<file path="src/rtl/clk_div_sched_pkg.sv">
// Shared definitions for clk_div_sched: state encoding and the divisor clamp.
// The clamp is used only when CLK_DIV_SCHED_CFG_EN is defined.
package clk_div_sched_pkg;

    localparam logic [1:0] ST_IDLE  = 2'd0;
    localparam logic [1:0] ST_RUN   = 2'd1;
    localparam logic [1:0] ST_PAUSE = 2'd2;
    localparam logic [1:0] ST_DONE  = 2'd3;

    // A divisor below 2 cannot form a count cycle, so it is raised to 2.
    function automatic int unsigned eff_div(input int unsigned d);
        return (d < 2) ? 2 : d;
    endfunction

endpackage

</file>
<file path="src/rtl/clk_div_sched_if.sv">
// Command and status bundle between the command source (master) and clk_div_sched (slave).
// CLK_DIV_SCHED_CFG_EN adds the run-time divisor inputs cfg_div_a/cfg_div_b.
interface clk_div_sched_if #(
    parameter int CNT_A_W = 6,
    parameter int CNT_B_W = 4,
    parameter int RUN_W   = 8
);
    logic               cmd_start;
    logic               cmd_stop;
    logic               cmd_pause;
    logic [RUN_W-1:0]   run_len;
`ifdef CLK_DIV_SCHED_CFG_EN
    logic [CNT_A_W-1:0] cfg_div_a;
    logic [CNT_B_W-1:0] cfg_div_b;
`endif
    logic [CNT_A_W-1:0] count_a;
    logic [CNT_B_W-1:0] count_b;
    logic               tick_a;
    logic               tick_b;
    logic               div_a_lvl;
    logic               div_b_lvl;
    logic               busy;
    logic               done;
    logic [1:0]         state;

    modport master (
`ifdef CLK_DIV_SCHED_CFG_EN
        output cfg_div_a, cfg_div_b,
`endif
        output cmd_start, cmd_stop, cmd_pause, run_len,
        input  count_a, count_b, tick_a, tick_b, div_a_lvl, div_b_lvl, busy, done, state
    );

    modport slave (
`ifdef CLK_DIV_SCHED_CFG_EN
        input  cfg_div_a, cfg_div_b,
`endif
        input  cmd_start, cmd_stop, cmd_pause, run_len,
        output count_a, count_b, tick_a, tick_b, div_a_lvl, div_b_lvl, busy, done, state
    );

endinterface

</file>
<file path="src/rtl/clk_div_sched_div_stage.sv">
// One divider stage: counts 0..terminal while enabled, strobes wrap and toggles level on wrap.
// wrap reports an enabled terminal count even when clr empties the stage on the same edge.
module div_stage #(
    parameter int W = 6
) (
    input  logic         clk,
    input  logic         rst,
    input  logic         en,
    input  logic         clr,
    input  logic [W-1:0] terminal,
    output logic [W-1:0] count,
    output logic         wrap,
    output logic         level
);

    logic at_term;

    assign at_term = (count == terminal);

    always_ff @(posedge clk or negedge rst) begin
        if (!rst) begin
            count <= '0;
            wrap  <= 1'b0;
            level <= 1'b0;
        end else begin
            // NOTE: non-blocking assignments so every register samples pre-edge values.
            wrap <= en && at_term;
            if (clr) begin
                count <= '0;
                level <= 1'b0;
            end else if (en) begin
                if (at_term) begin
                    count <= '0;
                    level <= ~level;
                end else begin
                    count <= count + W'(1);
                end
            end
        end
    end

endmodule

</file>
<file path="src/rtl/clk_div_sched.sv">
// Run controller for the cascaded A/B divider: command FSM, run-length counter, clock-enable ticks.
// Defining CLK_DIV_SCHED_CFG_EN replaces DIV_A/DIV_B with divisors latched from the cfg ports on start.
module clk_div_sched
    import clk_div_sched_pkg::*;
#(
    parameter int DIV_A   = 50,
    parameter int DIV_B   = 10,
    parameter int CNT_A_W = 6,
    parameter int CNT_B_W = 4,
    parameter int RUN_W   = 8
) (
    input  logic           clk,
    input  logic           rst,
    clk_div_sched_if.slave bus
);

    logic [1:0]         state_q, state_d;
    logic               clr, en_a, en_b, latch, done_d;
    logic               hit_a, hit_b, final_wrap;
    logic               busy_q, done_q;
    logic [RUN_W-1:0]   run_len_q, periods;
    logic [CNT_A_W-1:0] term_a, count_a;
    logic [CNT_B_W-1:0] term_b, count_b;
    logic               tick_a, tick_b, lvl_a, lvl_b;

`ifdef CLK_DIV_SCHED_CFG_EN
    always_ff @(posedge clk or negedge rst) begin
        if (!rst) begin
            term_a <= CNT_A_W'(DIV_A - 1);
            term_b <= CNT_B_W'(DIV_B - 1);
        end else if (latch) begin
            term_a <= CNT_A_W'(eff_div(32'(bus.cfg_div_a)) - 1);
            term_b <= CNT_B_W'(eff_div(32'(bus.cfg_div_b)) - 1);
        end
    end
`else
    assign term_a = CNT_A_W'(DIV_A - 1);
    assign term_b = CNT_B_W'(DIV_B - 1);
`endif

    assign hit_a      = (count_a == term_a);
    assign hit_b      = hit_a && (count_b == term_b);
    assign en_b       = en_a && hit_a;
    // periods counts completed B cycles, so this wrap completes the run when one is still owed.
    assign final_wrap = (run_len_q != '0) && hit_b && (periods == run_len_q - RUN_W'(1));

    always_comb begin
        // NOTE: every output of this block gets a default first so no latch is inferred.
        state_d = state_q;
        clr     = 1'b0;
        en_a    = 1'b0;
        latch   = 1'b0;
        done_d  = 1'b0;
        case (state_q)
            ST_IDLE: begin
                if (bus.cmd_start) begin
                    state_d = ST_RUN;
                    clr     = 1'b1;
                    latch   = 1'b1;
                end
            end
            ST_RUN: begin
                if (bus.cmd_stop) begin
                    state_d = ST_IDLE;
                    clr     = 1'b1;
                end else if (bus.cmd_start) begin
                    clr     = 1'b1;
                    latch   = 1'b1;
                end else if (bus.cmd_pause) begin
                    state_d = ST_PAUSE;
                end else begin
                    en_a = 1'b1;
                    if (final_wrap) begin
                        state_d = ST_DONE;
                        clr     = 1'b1;
                        done_d  = 1'b1;
                    end
                end
            end
            ST_PAUSE: begin
                if (bus.cmd_stop) begin
                    state_d = ST_IDLE;
                    clr     = 1'b1;
                end else if (bus.cmd_start) begin
                    state_d = ST_RUN;
                end
            end
            ST_DONE: begin
                if (!bus.cmd_stop && bus.cmd_start) begin
                    state_d = ST_RUN;
                    clr     = 1'b1;
                    latch   = 1'b1;
                end else begin
                    state_d = ST_IDLE;
                end
            end
            default: state_d = ST_IDLE;
        endcase
    end

    always_ff @(posedge clk or negedge rst) begin
        if (!rst) begin
            state_q   <= ST_IDLE;
            busy_q    <= 1'b0;
            done_q    <= 1'b0;
            run_len_q <= '0;
            periods   <= '0;
        end else begin
            state_q <= state_d;
            busy_q  <= (state_d == ST_RUN) || (state_d == ST_PAUSE);
            done_q  <= done_d;
            if (latch)
                run_len_q <= bus.run_len;
            // Saturating, so a free run never wraps back into a false completion.
            if (clr)
                periods <= '0;
            else if (en_a && hit_b && (periods != '1))
                periods <= periods + RUN_W'(1);
        end
    end

    div_stage #(.W(CNT_A_W)) u_stage_a (
        .clk      (clk),
        .rst      (rst),
        .en       (en_a),
        .clr      (clr),
        .terminal (term_a),
        .count    (count_a),
        .wrap     (tick_a),
        .level    (lvl_a)
    );

    div_stage #(.W(CNT_B_W)) u_stage_b (
        .clk      (clk),
        .rst      (rst),
        .en       (en_b),
        .clr      (clr),
        .terminal (term_b),
        .count    (count_b),
        .wrap     (tick_b),
        .level    (lvl_b)
    );

    assign bus.count_a   = count_a;
    assign bus.count_b   = count_b;
    assign bus.tick_a    = tick_a;
    assign bus.tick_b    = tick_b;
    assign bus.div_a_lvl = lvl_a;
    assign bus.div_b_lvl = lvl_b;
    assign bus.busy      = busy_q;
    assign bus.done      = done_q;
    assign bus.state     = state_q;

endmodule

</file>
<file path="src/flat_wrapper.sv">
// flat-port wrapper written by rule: the top's interface ports become plain ports
module clk_div_sched_flat import clk_div_sched_pkg::*;
#(
    parameter int DIV_A   = 50,
    parameter int DIV_B   = 10,
    parameter int CNT_A_W = 6,
    parameter int CNT_B_W = 4,
    parameter int RUN_W   = 8
)
  (clk, rst, bus_cmd_start, bus_cmd_stop, bus_cmd_pause, bus_run_len, bus_count_a, bus_count_b, bus_tick_a, bus_tick_b, bus_div_a_lvl, bus_div_b_lvl, bus_busy, bus_done, bus_state);
  clk_div_sched_if #(.CNT_A_W(CNT_A_W), .CNT_B_W(CNT_B_W), .RUN_W(RUN_W)) bus_i ();
  input  logic clk;
  input  logic rst;
  input wire logic [$bits(bus_i.cmd_start)-1:0] bus_cmd_start;
  input wire logic [$bits(bus_i.cmd_stop)-1:0] bus_cmd_stop;
  input wire logic [$bits(bus_i.cmd_pause)-1:0] bus_cmd_pause;
  input wire logic [$bits(bus_i.run_len)-1:0] bus_run_len;
  output wire logic [$bits(bus_i.count_a)-1:0] bus_count_a;
  output wire logic [$bits(bus_i.count_b)-1:0] bus_count_b;
  output wire logic [$bits(bus_i.tick_a)-1:0] bus_tick_a;
  output wire logic [$bits(bus_i.tick_b)-1:0] bus_tick_b;
  output wire logic [$bits(bus_i.div_a_lvl)-1:0] bus_div_a_lvl;
  output wire logic [$bits(bus_i.div_b_lvl)-1:0] bus_div_b_lvl;
  output wire logic [$bits(bus_i.busy)-1:0] bus_busy;
  output wire logic [$bits(bus_i.done)-1:0] bus_done;
  output wire logic [$bits(bus_i.state)-1:0] bus_state;
  assign bus_i.cmd_start = bus_cmd_start;
  assign bus_i.cmd_stop = bus_cmd_stop;
  assign bus_i.cmd_pause = bus_cmd_pause;
  assign bus_i.run_len = bus_run_len;
  assign bus_count_a = bus_i.count_a;
  assign bus_count_b = bus_i.count_b;
  assign bus_tick_a = bus_i.tick_a;
  assign bus_tick_b = bus_i.tick_b;
  assign bus_div_a_lvl = bus_i.div_a_lvl;
  assign bus_div_b_lvl = bus_i.div_b_lvl;
  assign bus_busy = bus_i.busy;
  assign bus_done = bus_i.done;
  assign bus_state = bus_i.state;
  clk_div_sched #(.DIV_A(DIV_A), .DIV_B(DIV_B), .CNT_A_W(CNT_A_W), .CNT_B_W(CNT_B_W), .RUN_W(RUN_W)) u_core (.clk(clk), .rst(rst), .bus(bus_i));
endmodule
</file>
<file path="config.mk">
export PLATFORM = sky130hd
export DESIGN_NAME = clk_div_sched_flat
export DESIGN_NICKNAME = d
export VERILOG_FILES = /design/src/rtl/clk_div_sched_pkg.sv /design/src/rtl/clk_div_sched_if.sv /design/src/rtl/clk_div_sched_div_stage.sv /design/src/rtl/clk_div_sched.sv /design/src/flat_wrapper.sv
export SDC_FILE = /design/constraint.sdc
export NUM_CORES = 1
export LEC_CHECK = 0
export ABC_AREA = 1
export BUFFER_PORTS_ARGS = -buffer_cell sky130_fd_sc_hd__buf_2
export CAP_MARGIN = 20
export CORE_ASPECT_RATIO = 1.4
export CORE_UTILIZATION = 62
export DETAILED_ROUTE_END_ITERATION = 12
export PLACE_DENSITY_LB_ADDON = 0.25
export SETUP_SLACK_MARGIN = 0.1
export SYNTH_ARGS = -nofsm -noshare
export SYNTH_HDL_FRONTEND = slang
export SYNTH_HIERARCHICAL = 1
export SYNTH_SLANG_ARGS = --single-unit
</file>
<file path="constraint.sdc">
create_clock -name clk -period 6.46 [get_ports clk]
set_input_delay 0.646 -clock clk [delete_from_list [all_inputs] [get_ports clk]]
set_output_delay 0.646 -clock clk [all_outputs]
set_load 0.005 [all_outputs]
</file>
After elaboration in Yosys (flattened, before gate mapping)
Cells that the tools add are included.
Widths: inputs -> output; s select.
{"block": "totals", "ff_bits": 34, "inputBits": 13, "wordCells": 84}
{"block": "classes", "addsub": 4, "eq_ne": 9, "mux": 39, "n_bitwise": 2, "reduce_logical": 19}
{"cell": "$mux 1", "n": 22}
{"cell": "$mux 6", "n": 3}
{"cell": "$mux 8", "n": 2}
{"cell": "$mux 2", "n": 6}
{"cell": "$mux 4", "n": 3}
{"cell": "$reduce_bool 2->1", "n": 5}
{"cell": "$add 8x1->8 const B", "n": 1}
{"cell": "$eq 8x8->1", "n": 1}
{"cell": "$logic_and 1x1->1", "n": 8}
{"cell": "$ne 8x8->1 const B", "n": 1}
{"cell": "$pmux 2 s4", "n": 1}
{"cell": "$reduce_bool 8->1", "n": 1}
{"cell": "$sub 8x1->8 const B", "n": 1}
{"cell": "$add 6x1->6 const B", "n": 1}
{"cell": "$eq 2x2->1 const B", "n": 3}
{"cell": "$eq 6x6->1 const B", "n": 1}
{"cell": "$add 4x1->4 const B", "n": 1}
{"cell": "$eq 2x1->1 const B", "n": 2}
{"cell": "$eq 4x4->1 const B", "n": 1}
{"cell": "$pmux 1 s4", "n": 1}
{"cell": "$reduce_and 2->1", "n": 2}
{"cell": "$pmux 1 s3", "n": 1}
{"cell": "$logic_not 2->1", "n": 1}
{"cell": "$not 1->1", "n": 2}
{"cell": "2 further kinds", "n": 2}

Longest topological paths before layout
Gate-level depths: netlist of the first run.
{"block": "logic_depth", "depth_word": 11, "depth_mapped": 19, "depth_no_buf": 19}

By module
The synthesis of the first run kept the hierarchy.
{"mod": "clk_div_sched", "instances": 1, "cells_per_inst": 208, "area_each_um2": 1462.7, "seq_area_each_um2": 500.5}
{"mod": "div_stage at u_core.u_stage_a", "instances": 1, "cells_per_inst": 75, "area_each_um2": 509.2, "seq_area_each_um2": 200.2}
{"mod": "div_stage at u_core.u_stage_b", "instances": 1, "cells_per_inst": 54, "area_each_um2": 377.9, "seq_area_each_um2": 150.1}

Least setup slack after synthesis of the first run
Ideal clock, no wire load.
{"block": "synth_timing", "kind": "register to register", "start": "register u_core.run_len_q[0]", "end": "register u_core.u_stage_a.count[5]", "setup_ns": 0.117, "arrival_ns": 2.176, "t_required_ns": 6.343, "path_slack_ns": 4.168, "path_stages_with_launch": 19, "path_buffers": 0, "period_less_slack_ns": 2.292, "path_cell_list": "dfrtp_1 inv_2 ha_1 nand2_1 inv_1 nor2_1 nand3_1 nor2_1 nand2_1 nor2_2 nand2_2 o21ai_4 nor2_2 nor2_1 nand2_1 o21ai_1 nand2_1 inv_1 nor2_1"}
{"block": "synth_between", "elab_chain_cells": 9}
{"element": "from (decl)", "line": "clk_div_sched.sv:21", "source": "logic [RUN_W-1:0] run_len_q, periods;"}
{"element": "from (signal assigned)", "line": "clk_div_sched.sv:113", "source": "run_len_q <= bus.run_len;"}
{"element": "$sub 8x1->8 / $reduce_bool 8->1 (equally long branches)", "line": "clk_div_sched.sv:45", "source": "assign final_wrap = (run_len_q != '0) && hit_b && (periods == run_len_q - RUN_W'(1));"}
{"element": "$eq 8x8->1 / $logic_and 1x1->1 (equally long branches)", "line": "clk_div_sched.sv:45"}
{"element": "$logic_and 1x1->1 (*)", "line": "clk_div_sched.sv:45"}
{"element": "$mux 1 (*)", "line": "clk_div_sched.sv:73", "source": "if (final_wrap) begin"}
{"element": "$mux 1 (*)", "line": "clk_div_sched.sv:69", "source": "end else if (bus.cmd_pause) begin"}
{"element": "$mux 1 (*)", "line": "clk_div_sched.sv:66", "source": "end else if (bus.cmd_start) begin"}
{"element": "$mux 1 (*)", "line": "clk_div_sched.sv:63", "source": "if (bus.cmd_stop) begin"}
{"element": "$pmux 1 s4 (*)", "line": "clk_div_sched.sv:54", "source": "case (state_q)"}
{"element": "named net u_core.clr", "line": "clk_div_sched.sv:18", "source": "logic clr, en_a, en_b, latch, done_d;"}
{"element": "$mux 6 / $reduce_bool 2->1 (equally long branches)"}
{"element": "to (signal assigned)", "line": "clk_div_sched_div_stage.sv:36", "source": "count <= count + W'(1);"}
{"element": "to (decl)", "line": "clk_div_sched_div_stage.sv:11", "source": "output logic [W-1:0] count,"}
Mark *: on every way through the listed nets, which the timed path passes. The rest lies on a longest branch.
A chain may end at the register's enable or synchronous reset.

Final worst setup path of the first run
Same ends and word-level chain as after synthesis.

==> flow_metrics.env, run 1 <==
export IMPL_outcome="completed"
export IMPL_setup_viol=0
export IMPL_hold_violations=0
export IMPL_hp_class="in2async"
export IMPL_required_ns=6.64
export IMPL_ctsResizeCount=0
export IMPL_fin_nets=409
export IMPL_fillCellCount=311
export IMPL_rrSetupSlack_ns=3.86
export IMPL_cts_tree="yes"
export IMPL_p_total_w=0.000598
export IMPL_drtIter0Drc=64
export IMPL_firstDrtPassIters=4
export IMPL_tightest_slew_ns=0.756
export IMPL_criticalPathCategory="reg2reg"
export IMPL_diodes=0
export IMPL_timing_final_max_slew_violations=0
export IMPL_placed_area_mm2=0.00262
export IMPL_synth_top_family_by_area="simple AND/OR/NAND/NOR gates"
export IMPL_detailed_place_hpwl_um=3540
export IMPL_ys_seq_area_frac=0.362
export IMPL_cts_setup_buffers=0
export IMPL_cp_depth=18
export IMPL_pwr_share_clk=0.274
export IMPL_peakVddDrop_mv=0.182
export IMPL_seq_power_share=0.427
export IMPL_design_area_mm2=0.00271
export IMPL_synthTopCellsByArea="dfrtp_1 36%, nand2_1 17%, inv_1 7.5%, nor2_1 5.8%, nor2_2 4.3%"
export IMPL_htree_levels=2
export IMPL_intPower_w=0.000384
export IMPL_endpoint_kind="register"
export IMPL_synth_top_cell_area_share=0.362
export IMPL_synth_cells=337
export IMPL_ys_ff_latch=34
export IMPL_leakage_nw=1.50
export IMPL_crit_fanout=15
export IMPL_clkLatencyLatePin_ns=0.29
export IMPL_grt_overflow=0
export IMPL_synthMuxAreaShare=0.00479
export IMPL_crit_family="simple AND/OR/NAND/NOR gates"
export IMPL_core_mm2=0.00364
export IMPL_rsz0062_at_grt="false"
export IMPL_cap_violations=0
export IMPL_wl_per_cell_um=10.9
export IMPL_comb_power_share=0.300
export IMPL_arrival_ns=2.79
export IMPL_yosysWarnings=6
export IMPL_crit_chain="inv_2, ha_1, nand2_1, inv_1, nor2_1, nand3_1, nor2_1, nand2_1, nor2_2, nand2_2, o21ai_4, nor2_2, nor2_1, nand2_1, o21ai_1, nand2_1, inv_1, nor2_1"
export IMPL_netlist_top_cell_by_area="dfrtp_1"
export IMPL_pin_count=31
export IMPL_place_gp_congestion=0.801
export IMPL_synth_compound_area_frac=0.0580
export IMPL_routed_wl_um=4740
export IMPL_synth_flop_cell="dfrtp_1"
export IMPL_avgSynthCellArea_um2=6.97
export IMPL_relSlewSlack=0.496
export IMPL_grt_start_max_net_pins=35
export IMPL_r2r_start="u_core/run_len_q[0]$_DFFE_PN0P_"
export IMPL_avgViaCountPerCell=4.94
export IMPL_powerDensity_mw_per_mm2=221
export IMPL_grt_pass1_vias=1920
export IMPL_max_stage_delay_ns=0.45
export IMPL_synth_cell_type_count=34
export IMPL_synth_fa_ha_area_frac=0.0266
export IMPL_ant_nets=0
export IMPL_multi_input_area_mm2=0.00133
export IMPL_track_usage=0.261
export IMPL_rr_worst_depth=18
export IMPL_syn_area_mm2=0.00235
export IMPL_die_area_mm2=0.00404
export IMPL_clk_path_buf_depth=2
export IMPL_io_buffers=30
export IMPL_die_x_um=54.0
export IMPL_r2r_end="u_core/u_stage_a/count[5]$_DFFE_PN0P_"
export IMPL_seq_area_um2=851
export IMPL_fin_crit_sh=0.403
export IMPL_min_period_ns=2.60
export IMPL_synth_common_cells="105 x nand2_1, 47 x inv_1, 36 x nor2_1"
export IMPL_cts_hold_buf=0
export IMPL_synth_xor_area_share=0.0485
export IMPL_drive_gt1_frac=0.217
export IMPL_yosysMostFrequentCell="nand2_1"
export IMPL_critPathBufInv=3
export IMPL_clockRootBuffer="clkbuf_8"
export IMPL_skew_ns=0.00834
export IMPL_rows=26
export IMPL_cts_made_buffers=5
export IMPL_setup_tns_final_ns=0
export IMPL_cp_start_kind="register"
export IMPL_die_height_um=74.8
export IMPL_swShare=0.357
export IMPL_yosys_area_share_simple=0.398
export IMPL_clkTransAtPathRegs_ns=0.07
export IMPL_syn_to_final_growth_pct=15.2
export IMPL_p_sw_w=0.000214
export IMPL_drcViolationCount=0
export IMPL_synth_edf_count=0
export IMPL_antenna_found_initial=0
export IMPL_grt_pass1_wl_um=7580
export IMPL_cts_sinks=34
export IMPL_via_count=2142
export IMPL_async_flop_share=1.00
export IMPL_max_freq_mhz=384
export IMPL_initial_core_util=0.645
export IMPL_slowest_stage="o21ai_4"
==> cell usage in the layout (no fill, tap or decap), types with 9 or more instances in the layout <==
master,instances
nand3_1,19
nor2_2,16
conb_1,20
nor2_1,36
buf_2,30
inv_1,47
o21ai_0,9
dfrtp_1,34
inv_2,12
nand2_1,105
==> logic make-up (layout without fill, tap and decap cells) <==
| logic type | Yosys count | count (layout) |
|---|---|---|
| mux | 1 | 1 |
| buf+inv | 62 | 99 |
| simple gates | 199 | 199 |
| xor+xnor | 13 | 13 |
| fa+ha+maj | 5 | 5 |
| flops | 34 | 34 |
| compound gates | 21 | 21 |
| other cells | 2 | 20 |
==> worst max path at each step <==
stage | from | endpoint | slack, ns
CTS | u_core/run_len_q[0]$_DFFE_PN0P_ | u_core/u_stage_a/count[5]$_DFFE_PN0P_ | 3.85
finish | u_core/run_len_q[0]$_DFFE_PN0P_ | u_core/u_stage_a/count[5]$_DFFE_PN0P_ | 3.86
floorplan | u_core/run_len_q[0]$_DFFE_PN0P_ | u_core/u_stage_a/count[5]$_DFFE_PN0P_ | 4.17
detailed placement | u_core/run_len_q[0]$_DFFE_PN0P_ | u_core/u_stage_a/count[5]$_DFFE_PN0P_ | 3.87
global placement | u_core/run_len_q[0]$_DFFE_PN0P_ | u_core/u_stage_a/count[5]$_DFFE_PN0P_ | 3.96
global route | u_core/run_len_q[0]$_DFFE_PN0P_ | u_core/u_stage_a/count[5]$_DFFE_PN0P_ | 3.55
==> power by group through the flow <==
| stage | sequential, W | clock [W] | combinational (W) |
|---|---|---|---|
| 5_1_grt | 0.000258 | 0.000176 | 0.000205 |
| 6_report | 0.000255 | 0.000164 | 0.000179 |
| 4_1_cts | 0.000255 | 0.000167 | 0.000178 |
| 3_5_place_dp | 0.000259 | 0 | 0.000177 |
| 2_1_floorplan | 0.000257 | 0 | 0.000134 |
| 3_3_place_gp | 0.000258 | 0 | 0.000171 |
==> worst reg2reg max path, stage by stage (launching register included) <==
cell	delay, ns
dfrtp_1	0.39
inv_2	0.07
ha_1	0.30
nand2_1	0.07
inv_1	0.04
nor2_1	0.09
nand3_1	0.08
nor2_1	0.12
nand2_1	0.08
nor2_2	0.09
nand2_2	0.08
o21ai_4	0.45
nor2_2	0.13
nor2_1	0.16
nand2_1	0.08
o21ai_1	0.12
nand2_1	0.06
inv_1	0.05
nor2_1	0.04
==> metrics by stage <==
step / hold slack (ns) / instances / setup slack [ns] / util
after floorplan: 0.350 / 355 / 4.17 / -
final: 0.426 / 434 / 3.86 / 0.743
after global placement: 0.520 / 426 / 3.96 / 0.718
after global routing: 0.487 / 434 / 3.55 / 0.743
after detailed placement: 0.517 / 426 / 3.87 / 0.718
after CTS: 0.447 / 434 / 3.85 / 0.743
==> sequential cells by signal, indices dropped and copies added (netlist names) <==
signal	count
u_core/bus.busy	1
u_core/bus.done	1
u_core/bus.state	2
u_core/periods	8
u_core/run_len_q	8
u_core/u_stage_a/count	6
u_core/u_stage_a/level	1
u_core/u_stage_a/wrap	1
u_core/u_stage_b/count	4
u_core/u_stage_b/level	1
u_core/u_stage_b/wrap	1
==> final cells by class <==
cell class                 count  share of cell area
clock inverter                 1             0.00185
timing repair buffer          30              0.0555
sequential                    34               0.314
multi-input combinational    259               0.493
tap                           42              0.0194
inverter                      61              0.0846
clock buffer                   7              0.0319
==> per-layer routing <==
layer	wire (um)	up-vias	track usage
met4	72	0	0.123
met5	0	-	0
met1	1930	975	0.265
li1	-	1109	-
met2	2590	50	0.490
met3	151	8	0.0545
Note: power is estimated with default switching activity, not from simulation.
==> run 2, diff against run 1 <==
Settings changed: CORE_UTILIZATION 62 to 58.
Clock period 6.46 ns to 2.6 ns, I/O delays scaled along.
==> flow_metrics.env, run 2 (synthesis gave the netlist of run 1 again) <==
export IMPL_outcome="completed"
export IMPL_largestRegisters="u_core/periods (8), u_core/run_len_q (8), u_core/u_stage_a/count (6)"
export IMPL_seq_area_um2=851
export IMPL_pwr_share_clk=0.264
export IMPL_clockRootBuffer="clkbuf_8"
export IMPL_drcViolationCount=0
export IMPL_cts_sinks=34
export IMPL_via_count=2168
export IMPL_crit_fanout=5
export IMPL_ant_nets=0
export IMPL_criticalPathCategory="reg2reg"
export IMPL_arrival_ns=2.54
export IMPL_cts_tree="yes"
export IMPL_grt_pass1_wl_um=8420
export IMPL_rsz0062_at_grt="true"
export IMPL_multi_input_area_mm2=0.00136
export IMPL_rr_worst_depth=16
export IMPL_hold_violations=0
export IMPL_setup_viol=0
export IMPL_hp_class="in2async"
export IMPL_endpoint_kind="register"
export IMPL_wl_per_cell_um=11.0
export IMPL_drive_gt1_frac=0.243
export IMPL_cts_made_buffers=5
export IMPL_skew_ns=0.0112
export IMPL_swShare=0.356
export IMPL_clk_path_buf_depth=2
export IMPL_avgViaCountPerCell=4.90
export IMPL_detailed_place_hpwl_um=3560
export IMPL_rrSetupSlack_ns=0.25
export IMPL_r2r_end="u_core/u_stage_b/count[3]$_DFFE_PN0P_"
export IMPL_syn_to_final_growth_pct=18.5
export IMPL_die_area_mm2=0.00431
export IMPL_grt_overflow=0
export IMPL_leakage_nw=1.54
export IMPL_layout_common_cells="105 x nand2_1, 45 x inv_1, 34 x nor2_1, 34 x dfrtp_1, 30 x buf_2"
export IMPL_crit_end="u_core/u_stage_b/count[3]$_DFFE_PN0P_"
export IMPL_io_buffers=30
export IMPL_core_mm2=0.00392
export IMPL_firstDrtPassIters=4
export IMPL_routed_wl_um=4850
export IMPL_comb_power_share=0.322
export IMPL_drtIter0Drc=71
export IMPL_cp_startpoint="u_core/run_len_q[0]$_DFFE_PN0P_"
export IMPL_powerDensity_mw_per_mm2=551
export IMPL_relSlewSlack=0.494
export IMPL_fillCellCount=341
export IMPL_die_x_um=55.8
export IMPL_clkTransAtPathRegs_ns=0.07
export IMPL_r2r_start="u_core/run_len_q[0]$_DFFE_PN0P_"
export IMPL_diodes=0
export IMPL_grt_start_max_net_pins=35
export IMPL_timing_final_max_slew_violations=0
export IMPL_die_height_um=77.3
export IMPL_min_period_ns=2.35
export IMPL_max_freq_mhz=425
export IMPL_htree_levels=2
export IMPL_grt_pass1_vias=2086
export IMPL_initial_core_util=0.600
export IMPL_cap_violations=0
export IMPL_p_sw_w=0.000547
export IMPL_rows=27
export IMPL_pin_count=31
export IMPL_clkLatencyLatePin_ns=0.29
export IMPL_place_gp_congestion=0.861
export IMPL_layout_commonest_cell="nand2_1"
export IMPL_holdWs_ns=0.0358
export IMPL_antenna_found_initial=0
export IMPL_required_ns=2.78
export IMPL_peakVddDrop_mv=0.565
export IMPL_track_usage=0.244
export IMPL_seq_power_share=0.414
export IMPL_tightest_slew_ns=0.759
export IMPL_intPower_w=0.000988
export IMPL_fin_nets=416
export IMPL_setup_tns_final_ns=0
export IMPL_fin_crit_sh=0.905
export IMPL_cp_start_kind="register"
-- run 2: power groups by stage --
stage / logic (W) / registers [W] / clock network [W]
after floorplan: 0.000333 / 0.000637 / 0
after global placement: 0.000434 / 0.000641 / 0
after detailed placement: 0.000444 / 0.000643 / 0
after CTS: 0.000447 / 0.000634 / 0.000415
after global routing: 0.000568 / 0.000643 / 0.000433
final: 0.000495 / 0.000635 / 0.000405
-- run 2: per-layer routing --
metal / GRT usage / wire [um]
met1: 0.262 / 1950
met2: 0.463 / 2660
met3: 0.0405 / 148
met4: 0.100 / 81
met5: 0 / 0
-- run 2: metrics by stage --
step / cells / utilization / power [W] / instance area [um2] / setup WS (ns)
after floorplan: 355 / - / 0.000971 / 2420 / 0.308
after global placement: 428 / 0.670 / 0.00107 / 2630 / 0.367
after detailed placement: 428 / 0.670 / 0.00109 / 2630 / 0.303
after CTS: 436 / 0.693 / 0.00150 / 2720 / 0.279
after global routing: 442 / 0.710 / 0.00164 / 2780 / 0.0448
final: 442 / 0.710 / 0.00153 / 2780 / 0.246
-- run 2: area by class of cell --
cell class,instances,area share
Multi-Input combinational cell,259,0.487
Sequential cell,34,0.306
Inverter,61,0.0822
Timing Repair Buffer,37,0.0728
Clock buffer,7,0.0310
Tap cell,43,0.0193
Clock inverter,1,0.00180
-- run 2: worst max-delay path: stages (launching register included) --
cell and delay (ns):
dfrtp_1 0.41, inv_2 0.11, ha_4 0.21, nand2_1 0.06
inv_1 0.04, nor2_1 0.12, nand3_1 0.09, nor2_1 0.14
nand2_1 0.07, nor2_2 0.11, nand2_2 0.09, o21ai_4 0.25
buf_4 0.15, nor2_1 0.06, nor2_1 0.14, xor2_1 0.16
nor2_1 0.06
-- run 2: worst min-delay path by stage --
| stage | endpoint | from | depth (start not counted) | slack (ns) |
|---|---|---|---|---|
| after global routing | u_core/u_stage_b/count[0]$_DFFE_PN0P_ | rst | 1 | 0.11 |
| after global placement | u_core/u_stage_b/count[0]$_DFFE_PN0P_ | rst | 1 | 0.38 |
| after floorplan | u_core/bus.busy$_DFF_PN0_ | rst | 0 | -0.04 |
| after CTS | u_core/periods[6]$_DFFE_PN0P_ | rst | 1 | 0.07 |
| final | u_core/u_stage_b/count[3]$_DFFE_PN0P_ | rst | 1 | 0.04 |
| after detailed placement | u_core/bus.done$_DFF_PN0_ | rst | 1 | 0.38 |
-- run 2: what timing repair did --
| action | in CTS | in global routing |
|---|---|---|
| endpoints found under the setup margin | 0 | 3 |
| setup buffers | 0 | 6 |
| hold buffers | 0 | 0 |
| gates resized for setup | 0 | 7 |
